[config.mk]
export PLATFORM = sky130hd
export DESIGN_NAME = fifo_rd_ctrl
export DESIGN_NICKNAME = d
export VERILOG_FILES = /design/src/rtl/fifo_rd_ctrl.sv
export SDC_FILE = /design/constraint.sdc
export NUM_CORES = 1
export LEC_CHECK = 0
export CORE_ASPECT_RATIO = 1.4
export CORE_UTILIZATION = 35
export CTS_CLUSTER_DIAMETER = 120
export CTS_CLUSTER_SIZE = 10
export DETAILED_ROUTE_END_ITERATION = 10
export HOLD_SLACK_MARGIN = 0.08
export PLACE_DENSITY_LB_ADDON = 0.15
export RECOVER_POWER = 50
export SETUP_SLACK_MARGIN = 0.5
export SYNTH_ARGS = -nofsm -noshare
export SYNTH_HDL_FRONTEND = slang
export SYNTH_SLANG_ARGS = --single-unit
[constraint.sdc]
create_clock -name clk -period 4.21 [get_ports clk]
set_input_delay 1.0525 -clock clk [delete_from_list [all_inputs] [get_ports clk]]
set_output_delay 1.0525 -clock clk [all_outputs]
set_load 0.1 [all_outputs]
[src/rtl/fifo_rd_ctrl.sv]
// -----------------------------------------------------------------------------
// fifo_rd_ctrl
//
// Read-side pointer and flag controller of the asynchronous FIFO. This runs
// entirely in the read clock domain.
//   - Brings the write-domain Gray write pointer across through a
//     SYNC_STAGES-deep flop chain.
//   - Keeps the binary and Gray read pointers and drives the memory read
//     address.
//   - Hands fifo_empty its two comparison operands (synchronized write pointer
//     and next Gray read pointer), then registers its combinational verdict
//     as the empty flag.
//
// Optional feature: define RD_LEVEL_EN to add the rd_level occupancy output.
//
// Parameters
//   FIFO_DEPTH   number of entries, power of two >= 4
//   SYNC_STAGES  write-pointer synchronizer depth, 2..4
//
// Ports
//   clk               in   read-domain clock
//   rst               in   synchronous active-high reset
//   rd_en             in   read request from the consumer
//   wr_ptr_gray       in   Gray write pointer, asynchronous to clk
//   empty_in          in   combinational empty result from fifo_empty
//   wr_ptr_gray_sync  out  last synchronizer stage, to fifo_empty
//   rd_ptr_gray_next  out  combinational next Gray read pointer, to fifo_empty
//   rd_ptr_gray       out  registered Gray read pointer, to the write domain
//   rd_addr           out  memory read address
//   empty             out  registered empty flag
//   rd_valid          out  read data valid at the memory output
//   underflow         out  one-cycle pulse on a rejected read
//   rd_level          out  (RD_LEVEL_EN only) conservative occupancy
// -----------------------------------------------------------------------------
module fifo_rd_ctrl #(
    parameter int FIFO_DEPTH  = 16,
    parameter int SYNC_STAGES = 2,
    localparam int PTR_W      = $clog2(FIFO_DEPTH)
) (
    input  logic             clk,
    input  logic             rst,
    input  logic             rd_en,
    input  logic [PTR_W:0]   wr_ptr_gray,
    input  logic             empty_in,
    output logic [PTR_W:0]   wr_ptr_gray_sync,
    output logic [PTR_W:0]   rd_ptr_gray_next,
    output logic [PTR_W:0]   rd_ptr_gray,
    output logic [PTR_W-1:0] rd_addr,
    output logic             empty,
`ifdef RD_LEVEL_EN
    output logic [PTR_W:0]   rd_level,
`endif
    output logic             rd_valid,
    output logic             underflow
);

    // -------------------------------------------------------------------------
    // Write-pointer synchronizer: plain flop chain, nothing between stages so
    // each stage has a full cycle to resolve metastability.
    // -------------------------------------------------------------------------
    logic [PTR_W:0] sync_reg [SYNC_STAGES];

    generate
        for (genvar gi = 0; gi < SYNC_STAGES; gi++) begin : g_sync
            if (gi == 0) begin : g_first
                always_ff @(posedge clk) begin
                    if (rst) sync_reg[gi] <= '0;
                    else     sync_reg[gi] <= wr_ptr_gray;
                end
            end else begin : g_rest
                always_ff @(posedge clk) begin
                    if (rst) sync_reg[gi] <= '0;
                    else     sync_reg[gi] <= sync_reg[gi-1];
                end
            end
        end
    endgenerate

    assign wr_ptr_gray_sync = sync_reg[SYNC_STAGES-1];

    // -------------------------------------------------------------------------
    // Read pointer
    // -------------------------------------------------------------------------
    logic [PTR_W:0] rd_bin_reg;
    logic [PTR_W:0] rd_gray_reg;
    logic [PTR_W:0] rd_bin_next;
    logic           empty_reg;
    logic           rd_valid_reg;
    logic           underflow_reg;
    logic           rd_inc;

    // Accept against the registered flag only: empty_in already reflects this
    // cycle's read, so using it here would form a combinational loop.
    assign rd_inc      = rd_en & ~empty_reg;
    // Extra MSB lets the pointer wrap at 2*FIFO_DEPTH, which is what lets
    // fifo_empty tell full from empty.
    assign rd_bin_next = rd_bin_reg + (PTR_W+1)'(rd_inc);
    assign rd_ptr_gray_next = rd_bin_next ^ (rd_bin_next >> 1);

    always_ff @(posedge clk) begin
        if (rst) begin
            rd_bin_reg    <= '0;
            rd_gray_reg   <= '0;
            empty_reg     <= 1'b1;
            rd_valid_reg  <= 1'b0;
            underflow_reg <= 1'b0;
        end else begin
            rd_bin_reg    <= rd_bin_next;
            rd_gray_reg   <= rd_ptr_gray_next;
            empty_reg     <= empty_in;
            rd_valid_reg  <= rd_inc;
            underflow_reg <= rd_en & empty_reg;
        end
    end

    assign rd_ptr_gray = rd_gray_reg;
    assign rd_addr     = rd_bin_reg[PTR_W-1:0];
    assign empty       = empty_reg;
    assign rd_valid    = rd_valid_reg;
    assign underflow   = underflow_reg;

`ifdef RD_LEVEL_EN
    // -------------------------------------------------------------------------
    // Occupancy: synchronized write pointer (stale, hence an under-estimate)
    // converted to binary, minus the read pointer after this cycle's read.
    // -------------------------------------------------------------------------
    logic [PTR_W:0] wr_sync_bin;
    logic [PTR_W:0] rd_level_reg;

    generate
        for (genvar gi = 0; gi <= PTR_W; gi++) begin : g_g2b
            assign wr_sync_bin[gi] = ^wr_ptr_gray_sync[PTR_W:gi];
        end
    endgenerate

    always_ff @(posedge clk) begin
        if (rst) rd_level_reg <= '0;
        else     rd_level_reg <= wr_sync_bin - rd_bin_next;
    end

    assign rd_level = rd_level_reg;
`endif

endmodule

### Word-level counts from Yosys, hierarchy flattened

Memories as Yosys holds them, arrays and structs flattened.
Index checks and enable logic that the tools add are counted.

| storage, ports and cells | value |
|---|---|
| register bits | 13 |
| RAM bits | 10 |
| input port bits | 9 |
| output and inout bits | 22 |
| word-level logic and storage cells | 18 |
| memories kept | 1 |

| operators by class | value |
|---|---|
| $add $sub $neg | 1 |
| muxes and demuxes | 5 |
| bitwise operators | 6 |

Memory list:

| memory | depth | width | read ports | clocked after memory_dff | write ports | line | text |
|---|---|---|---|---|---|---|---|
| sync_reg | 2 | 5 | 2 | 0 | 2 | 61 | `logic [PTR_W:0] sync_reg [SYNC_STAGES];` |

Operators by type and width:

| cell | count |
|---|---|
| 5-bit 2-to-1 mux | 2 |
| 5-bit by 1-bit adder with 5-bit output | 1 |
| 5-bit by 4-bit XOR with 5-bit output | 1 |
| 1-bit 2-to-1 mux | 3 |
| 1-bit AND | 2 |
| 1-bit OR | 2 |
| 1-bit NOT | 1 |

### Longest topological paths before layout

Gate-level depths: netlist (run 1).

| depth | value |
|---|---|
| depth after elaboration | 4 |
| gate-level depth with buffers | 7 |

### Worst setup path after synthesis (run 1)

OpenSTA, ideal clock, no wires.

| timing path | value |
|---|---|
| path kind | input-to-output |
| from | input rd_en |
| to | output rd_ptr_gray_next[3] |
| arrival | 3520 ps |
| required time | 3158 ps |
| slack | -362 ps |
| stages on the path | 7 |
| buffers on the path | 0 |
| cells stage by stage | nor2b_1 -> ha_1 -> ha_1 -> inv_2 -> a21bo_1 -> a21oi_2 -> xnor2_1 |

| on the way | value |
|---|---|
| cells in the longest elaborated chain, start to end | 3 |

Ends and longest elaborated chain:

| item | line | text |
|---|---|---|
| start, declared | 42 | `input logic rd_en,` |
| 1-bit AND | 94 | `assign rd_inc = rd_en & ~empty_reg;` |
| 5-bit by 1-bit adder with 5-bit output | 97 | `assign rd_bin_next = rd_bin_reg + (PTR_W+1)'(rd_inc);` |
| 5-bit by 4-bit XOR with 5-bit output | 98 | `assign rd_ptr_gray_next = rd_bin_next ^ (rd_bin_next >> 1);` |
| end, declared | 46 | `output logic [PTR_W:0] rd_ptr_gray_next,` |

Every way passes these cells.

### Worst setup path after layout (run 1)

| timing path | value |
|---|---|
| from | input rd_en |
| to | output rd_ptr_gray_next[3] |

| on the way | value |
|---|---|
| cells in the longest elaborated chain, start to end | 3 |

Ends and longest elaborated chain:

| item | line | text |
|---|---|---|
| 1-bit AND | 94 |  |
| net rd_inc | 90 | `logic rd_inc;` |
| 5-bit by 1-bit adder with 5-bit output | 97 |  |
| 5-bit by 4-bit XOR with 5-bit output | 98 |  |

The timed path passes the listed nets, and every way through them passes these cells.

==> impl_metrics.json, run 1 <==
{
  "outcome": "completed",
  "cts_buffers": 3,
  "swShare_pct": 26.4,
  "hold_viol": 0,
  "share_comb_of_total_power_pct": 18.4,
  "fin_skew_ps": 1.23,
  "fill_cells": 188,
  "post-route-util_pct": 64.2,
  "hold_path.class": "reg -> reg",
  "clk_latency_ps": 300,
  "vias": 557,
  "pin_count": 31,
  "area_growth_pct": 69.3,
  "core_area_um2": 2000,
  "synthCells": 68,
  "powerDensity_nw_per_um2": 360,
  "drv_cap": 0,
  "start_kind": "input pin",
  "root_buffer": "clkbuf_4",
  "port_buffers": 30,
  "required_ps": 3160,
  "maxSlewViolCount": 0,
  "gp_congestion": 0.733,
  "worst_path_max_delay_cell": "a21oi_1",
  "startpoint": "rd_en",
  "routed_wl_um": 1300,
  "rsz0062_at_grt": "no",
  "clkSinkCount": 22,
  "drtPass1Iterations": 4,
  "overflow": 0,
  "pre_cts_slack_ps": 109,
  "synth_top_family_by_area": "simple AND/OR/NAND/NOR gates",
  "wl_per_cell_um": 10.7,
  "fp.dieArea_um2": 2360,
  "die_w_um": 41.3,
  "seq_area_frac_synth_pct": 58.2,
  "synthesis.nets": 79,
  "synthesis.area_um2": 757,
  "yosys.area_share.adder_pct": 3.31,
  "post-route-drc-count": 0,
  "hpwlAfterDp_um": 926,
  "die_y_um": 57.0,
  "clk_pin_slew_ps": 120,
  "largest_reg_flops": 10,
  "grt_max_degree": 24,
  "ir_drop_uv": 315,
  "cts_tree": "done",
  "ys_warn_count": 0,
  "crit_chain": "dlygate4sd2_1 -> nor2b_1 -> ha_4 -> ha_4 -> inv_2 -> a21bo_1 -> a21oi_1 -> xnor2_4 -> buf_12",
  "relSlewSlack_pct": 35.1,
  "crit_type": "in -> out",
  "antenna-diode-count": 0,
  "synthDistinctLibCells": 18,
  "antenna_found_initial": 0,
  "p_int_mw": 0.339,
  "synth.area.mux_share_pct": 1.98,
  "critPathArrivalTime_ps": 2800,
  "rows": 19,
  "fmaxAchievable_mhz": 260,
  "synth_xor_area_share_pct": 9.26,
  "synth_compound_area_share_pct": 3.14,
  "synth.ff_latch_count": 22,
  "tightest_slew_ps": 971,
  "final_cells": 122,
  "hp-start": "sync_reg[0][1]",
  "clockBufferDepth": 2,
  "pwr-share-seq_pct": 47.3,
  "pwr-share-clk_pct": 34.3,
  "fin_nets": 113,
  "final.setup.worst_slack_ps": 361,
  "finalPower_mw": 0.461,
  "fin_crit_sh_pct": 91.4,
  "rr_startpoint": "empty",
  "cts_hold_buf": 0,
  "min_period_ps": 3850,
  "start_util_pct": 37.9,
  "drtAntennaViolNets": 0,
  "setup_violations": 0,
  "drt_iter0_drc": 2,
  "dp.cells": 116,
  "grt_use_total_pct": 12.1,
  "crit_fanout": 4,
  "yosys.area_share.simple_pct": 21.7,
  "tns_ps": 0,
  "leakagePower_nw": 0.502,
  "grt_pass1_vias": 496,
  "cp_common_cell": "ha_4",
  "switching_power_mw": 0.122,
  "via_per_inst": 4.57,
  "cpPeakStageDelay_ps": 380,
  "end_kind": "output port",
  "grt_first_pass_wirelength_um": 1950,
  "h-tree-depth": 1,
  "syn_area_per_cell_um2": 11.1,
  "drive_gt1_share_pct": 19.8
}
==> critical path: cells and delay by family <==
kind / cells / cell delay [ps]
xor+xnor: 1 / 180
fa+ha+maj: 2 / 340
compound gates: 2 / 530
simple gates: 1 / 240
buf+inv: 3 / 450
==> through the flow <==
stage | hold WS [ps] | instance area, µm²
floorplan | 414 | 832
global placement | 416 | 1190
detailed placement | 424 | 1190
CTS | 454 | 1310
global route | 468 | 1280
finish | 447 | 1280
==> metal layers <==
layer  part of all wire [%]  track usage, %  routed length (µm)
met1                     38            12.2                 495
met2                     55            21.0                 710
met3                    6.5            2.33                  85
met4                   0.77            6.91                  10
met5                      0               0                   0
==> timing repair <==
item,CTS,global route
hold endpoints to repair,0,0
buffers inserted,2,0
endpoints found under the setup margin,5,0
gates resized for setup,9,0
==> layout make-up <==
cell class | count | area (µm²) | share of cell area (%)
Sequential cell | 22 | 440 | 34.4
Multi-Input combinational cell | 42 | 394 | 30.8
Timing Repair Buffer | 32 | 364 | 28.4
Clock inverter | 1 | 30.0 | 2.34
Tap cell | 21 | 26.3 | 2.05
Clock buffer | 3 | 22.5 | 1.76
Inverter | 1 | 3.75 | 0.293
==> cell usage after synthesis <==
| library cell | n | share of area, % |
|---|---|---|
| a21bo_1 | 1 | 1.3 |
| a21oi_1 | 1 | 0.66 |
| a21oi_2 | 1 | 1.2 |
| and3b_1 | 1 | 1.2 |
| buf_4 | 1 | 0.99 |
| clkbuf_1 | 2 | 0.99 |
| dfxtp_1 | 22 | 58 |
| ha_1 | 2 | 3.3 |
| inv_2 | 1 | 0.50 |
| mux2_4 | 1 | 2.0 |
| nand2_1 | 2 | 0.99 |
| nand3_1 | 2 | 1.3 |
| nor2_1 | 3 | 1.5 |
| nor2b_1 | 18 | 15 |
| nor3b_1 | 1 | 0.99 |
| or2_2 | 1 | 0.83 |
| xnor2_1 | 5 | 5.8 |
| xor2_1 | 3 | 3.5 |
==> power groups by stage <==
stage          combinational (mW)  clock, mW  sequential (mW)
5_1_grt                    0.0882      0.173            0.219
3_3_place_gp               0.0841          0            0.222
2_1_floorplan              0.0243          0            0.257
3_5_place_dp               0.0841          0            0.223
6_report                   0.0850      0.158            0.218
4_1_cts                    0.0865      0.162            0.219
==> cells in the final DEF, fill, tap and decap left out, drive strengths merged <==
master	n
dlygate4sd3	1
clkdlybuf4s50	23
ha	2
nor2	3
nand3	2
nand2	2
bufinv	1
inv	1
dlygate4sd2	1
xor2	3
buf	6
clkbuf	4
xnor2	5
nor2b	18
dfxtp	22
mux2	1
a21oi	2
a21bo	1
and3b	1
nor3b	1
or2	1
==> path summary, 6_finish.rpt <==
| path | slack [ps] | cells past startpoint | end |
|---|---|---|---|
| setup / recovery | 360 | 9 | rd_ptr_gray_next[3] |
| hold / removal | 450 | 1 | sync_reg[1][1] |
| setup reg to reg | 2150 | 8 | rd_ptr_gray[3] |
| hold reg to reg | 450 | 1 | sync_reg[1][1] |
==> logic make-up (layout without fill, tap and decap cells) <==
logic type	after synthesis	in the layout
compound gates	3	3
xor+xnor	8	8
fa+ha+maj	2	2
buf+inv	4	37
flops	22	22
mux	1	1
simple gates	28	28
Power figures use the tool's default switching activity.
==> inputs of run 2 (changes only) <==
--- a/config.mk
+++ b/config.mk
@@ -5,8 +5,8 @@
 export SDC_FILE = /design/constraint.sdc
 export NUM_CORES = 1
 export LEC_CHECK = 0
-export CORE_ASPECT_RATIO = 1.4
-export CORE_UTILIZATION = 35
+export ABC_AREA = 1
+export CORE_UTILIZATION = 45
 export CTS_CLUSTER_DIAMETER = 120
 export CTS_CLUSTER_SIZE = 10
 export DETAILED_ROUTE_END_ITERATION = 10
@@ -14,6 +14,7 @@
 export PLACE_DENSITY_LB_ADDON = 0.15
 export RECOVER_POWER = 50
 export SETUP_SLACK_MARGIN = 0.5
+export SKIP_CTS_REPAIR_TIMING = 1
 export SYNTH_ARGS = -nofsm -noshare
 export SYNTH_HDL_FRONTEND = slang
 export SYNTH_SLANG_ARGS = --single-unit
==> impl_metrics.json, run 2 <==
{
  "outcome": "completed",
  "rr_startpoint": "empty",
  "drive_gt1_share_pct": 19.7,
  "reg2reg_depth": 8,
  "synthDistinctLibCells": 19,
  "setup_violations": 0,
  "post-route-drc-count": 0,
  "fin_skew_ps": 5.05,
  "via_per_inst": 4.44,
  "antenna-diode-count": 0,
  "ys_warn_count": 0,
  "crit_fanout": 4,
  "grt_max_degree": 23,
  "cpPeakStageDelay_ps": 370,
  "synthTopCellsByArea": "dfxtp_1 (55%), inv_1 (7.9%), nor2_1 (7.9%)",
  "drt_iter0_drc": 3,
  "port_buffers": 30,
  "grt_pass1_vias": 650,
  "clk_pin_slew_ps": 110,
  "end_kind": "output port",
  "cp_common_cell": "nand2_2",
  "tns_ps": 0,
  "fp.dieArea_um2": 1970,
  "drv_cap": 0,
  "fin_nets": 139,
  "yosysTopAreaCellShare_pct": 54.6,
  "fill_cells": 116,
  "pin_count": 31,
  "async_flop_share_pct": 0,
  "wl_per_cell_um": 10.1,
  "final_cells": 151,
  "min_period_ps": 3650,
  "crit_chain": "dlymetal6s2s_1 -> inv_1 -> nor2_2 -> ha_2 -> ha_1 -> nand4_1 -> nand2_2 -> nand2_2 -> nand2_2 -> inv_2 -> buf_12",
  "crit_type": "in -> out",
  "synthCells": 97,
  "fin_crit_sh_pct": 86.8,
  "hpwlAfterDp_um": 1080,
  "dp.cells": 147,
  "required_ps": 3160,
  "start_kind": "input pin",
  "yosys-top-cells-count": "dfxtp_1 (22), inv_1 (17), nor2_1 (17)",
  "clockBufferDepth": 2,
  "regArea_um2": 440,
  "vias": 670,
  "syn_area_per_cell_um2": 8.32,
  "grt_first_pass_wirelength_um": 2420,
  "ir_drop_uv": 279,
  "core_area_um2": 1590,
  "h-tree-depth": 1,
  "relSlewSlack_pct": 35.0,
  "synthesis.nets": 108,
  "synth.ff_latch_count": 22,
  "critPathArrivalTime_ps": 2600,
  "drtAntennaViolNets": 0,
  "hold_path.class": "reg -> reg",
  "ys.flop_type": "dfxtp_1",
  "synth-edff-count": 0,
  "seq_area_frac_synth_pct": 54.6,
  "worst_path_max_delay_cell": "ha_1",
  "largest_reg_flops": 10,
  "gp_congestion": 0.695,
  "multi_input_area_um2": 303,
  "drtPass1Iterations": 2,
  "rows": 14,
  "root_buffer": "clkbuf_4",
  "powerDensity_nw_per_um2": 335,
  "synthesis.area_um2": 807,
  "final_common_cell": "clkdlybuf4s50_1",
  "hp-start": "sync_reg[0][3]",
  "maxSlewViolCount": 0,
  "cts_tree": "done",
  "final_cell_mix": "clkdlybuf4s50_1 (23), dfxtp_1 (22), inv_1 (16), nor2_1 (16), nand2_1 (14)",
  "grt_use_total_pct": 17.2,
  "leakagePower_nw": 0.558,
  "tightest_slew_ps": 972,
  "start_util_pct": 50.6,
  "die_w_um": 44.4,
  "cts_buffers": 3,
  "hold_end": "sync_reg[1][3]",
  "die_y_um": 44.4,
  "overflow": 0,
  "reg2reg_to": "rd_ptr_gray[3]",
  "reg2reg_slack_ps": 2510,
  "fmaxAchievable_mhz": 274,
  "clkSinkCount": 22,
  "hold_viol": 0,
  "hold_path_depth": 2,
  "antenna_found_initial": 0,
  "synth.largest_area_cell": "dfxtp_1",
  "area_growth_pct": 52.4,
  "synth.most_common_cell": "dfxtp_1",
  "clk_latency_ps": 300,
  "routed_wl_um": 1520,
  "rsz0062_at_grt": "no"
}
run 2: cell types whose count changed in the layout (fill, tap and decap cells not counted), sizes merged, moves of 3 or more:
cell and delta:
nor2b -18, xor2 -3, xnor2 -4, nor2 +16
nand2 +19, inv +17, nand4 +4
run 2: report_power, final:
part           internal [mW]  switching [mW]
clock network         0.0528          0.0594
logic                 0.0234          0.0585
registers              0.215         0.00271
run 2: area by class of cell:
class                      instances  area share, %
timing repair buffer              30           28.7
multi-input combinational         53           24.6
clock buffer                       4           2.95
tap                               24           2.44
sequential                        22           35.8
inverter                          18           5.49
run 2: worst max-delay path by stage:
stage | start | end | slack [ps] | cells past startpoint
floorplan | rd_en | rd_ptr_gray_next[1] | 510 | 7
global placement | rd_en | rd_ptr_gray_next[3] | 350 | 12
detailed placement | rd_en | rd_ptr_gray_next[3] | 280 | 12
CTS | rd_en | rd_ptr_gray_next[3] | 270 | 12
global route | rd_en | rd_ptr_gray_next[3] | 410 | 11
finish | rd_en | rd_ptr_gray_next[3] | 560 | 11
run 2: metal layers:
layer / global-route usage (%) / up-vias / share of wire (%) / wire length [µm]
met1: 17.3 / 295 / 42 / 634
met5: 0 / - / 0 / 0
met3: 4.90 / 6 / 4.1 / 62
li1: - / 347 / - / -
met2: 31.5 / 22 / 51 / 780
met4: 9.09 / 0 / 2.6 / 40
run 2: kinds of logic (layout without fill, tap and decap cells):
family / count (synthesis) / after routing / share of synthesized area [%]
XOR/XNOR: 1 / 1 / 2.02
flip-flops: 22 / 22 / 54.6
AND/OR/NAND/NOR: 48 / 48 / 26.8
AO/OA/AOI/OAI: 2 / 2 / 1.71
buffers and inverters: 22 / 52 / 11.8
adder cells (fa/ha/maj): 2 / 2 / 3.10
run 2: stage by stage:
stage	total power, mW	util [%]	cell area [µm²]	worst slack [ps]	hold slack, ps
after floorplan	0.279	-	807	509	388
after global placement	0.304	72.8	1160	352	392
after detailed placement	0.305	72.8	1160	281	396
after CTS	0.416	75.0	1200	267	414
after global routing	0.429	77.2	1230	412	442
final	0.412	77.2	1230	557	411
run 2: worst max-delay path: cells and delay by family:
family	cells	cell delay, ps
and+or+nand+nor	5	580
adders and majority gates	2	580
buffers and inverters	4	390
==> inputs of run 3 (changes only) <==
--- a/config.mk
+++ b/config.mk
@@ -8,7 +8,7 @@
 export ABC_AREA = 1
 export CORE_UTILIZATION = 45
 export CTS_CLUSTER_DIAMETER = 120
-export CTS_CLUSTER_SIZE = 10
+export CTS_CLUSTER_SIZE = 14
 export DETAILED_ROUTE_END_ITERATION = 10
 export HOLD_SLACK_MARGIN = 0.08
 export PLACE_DENSITY_LB_ADDON = 0.15
==> results of run 3 <==
The final DEF is identical to that of run 2; final timing and power are the same.
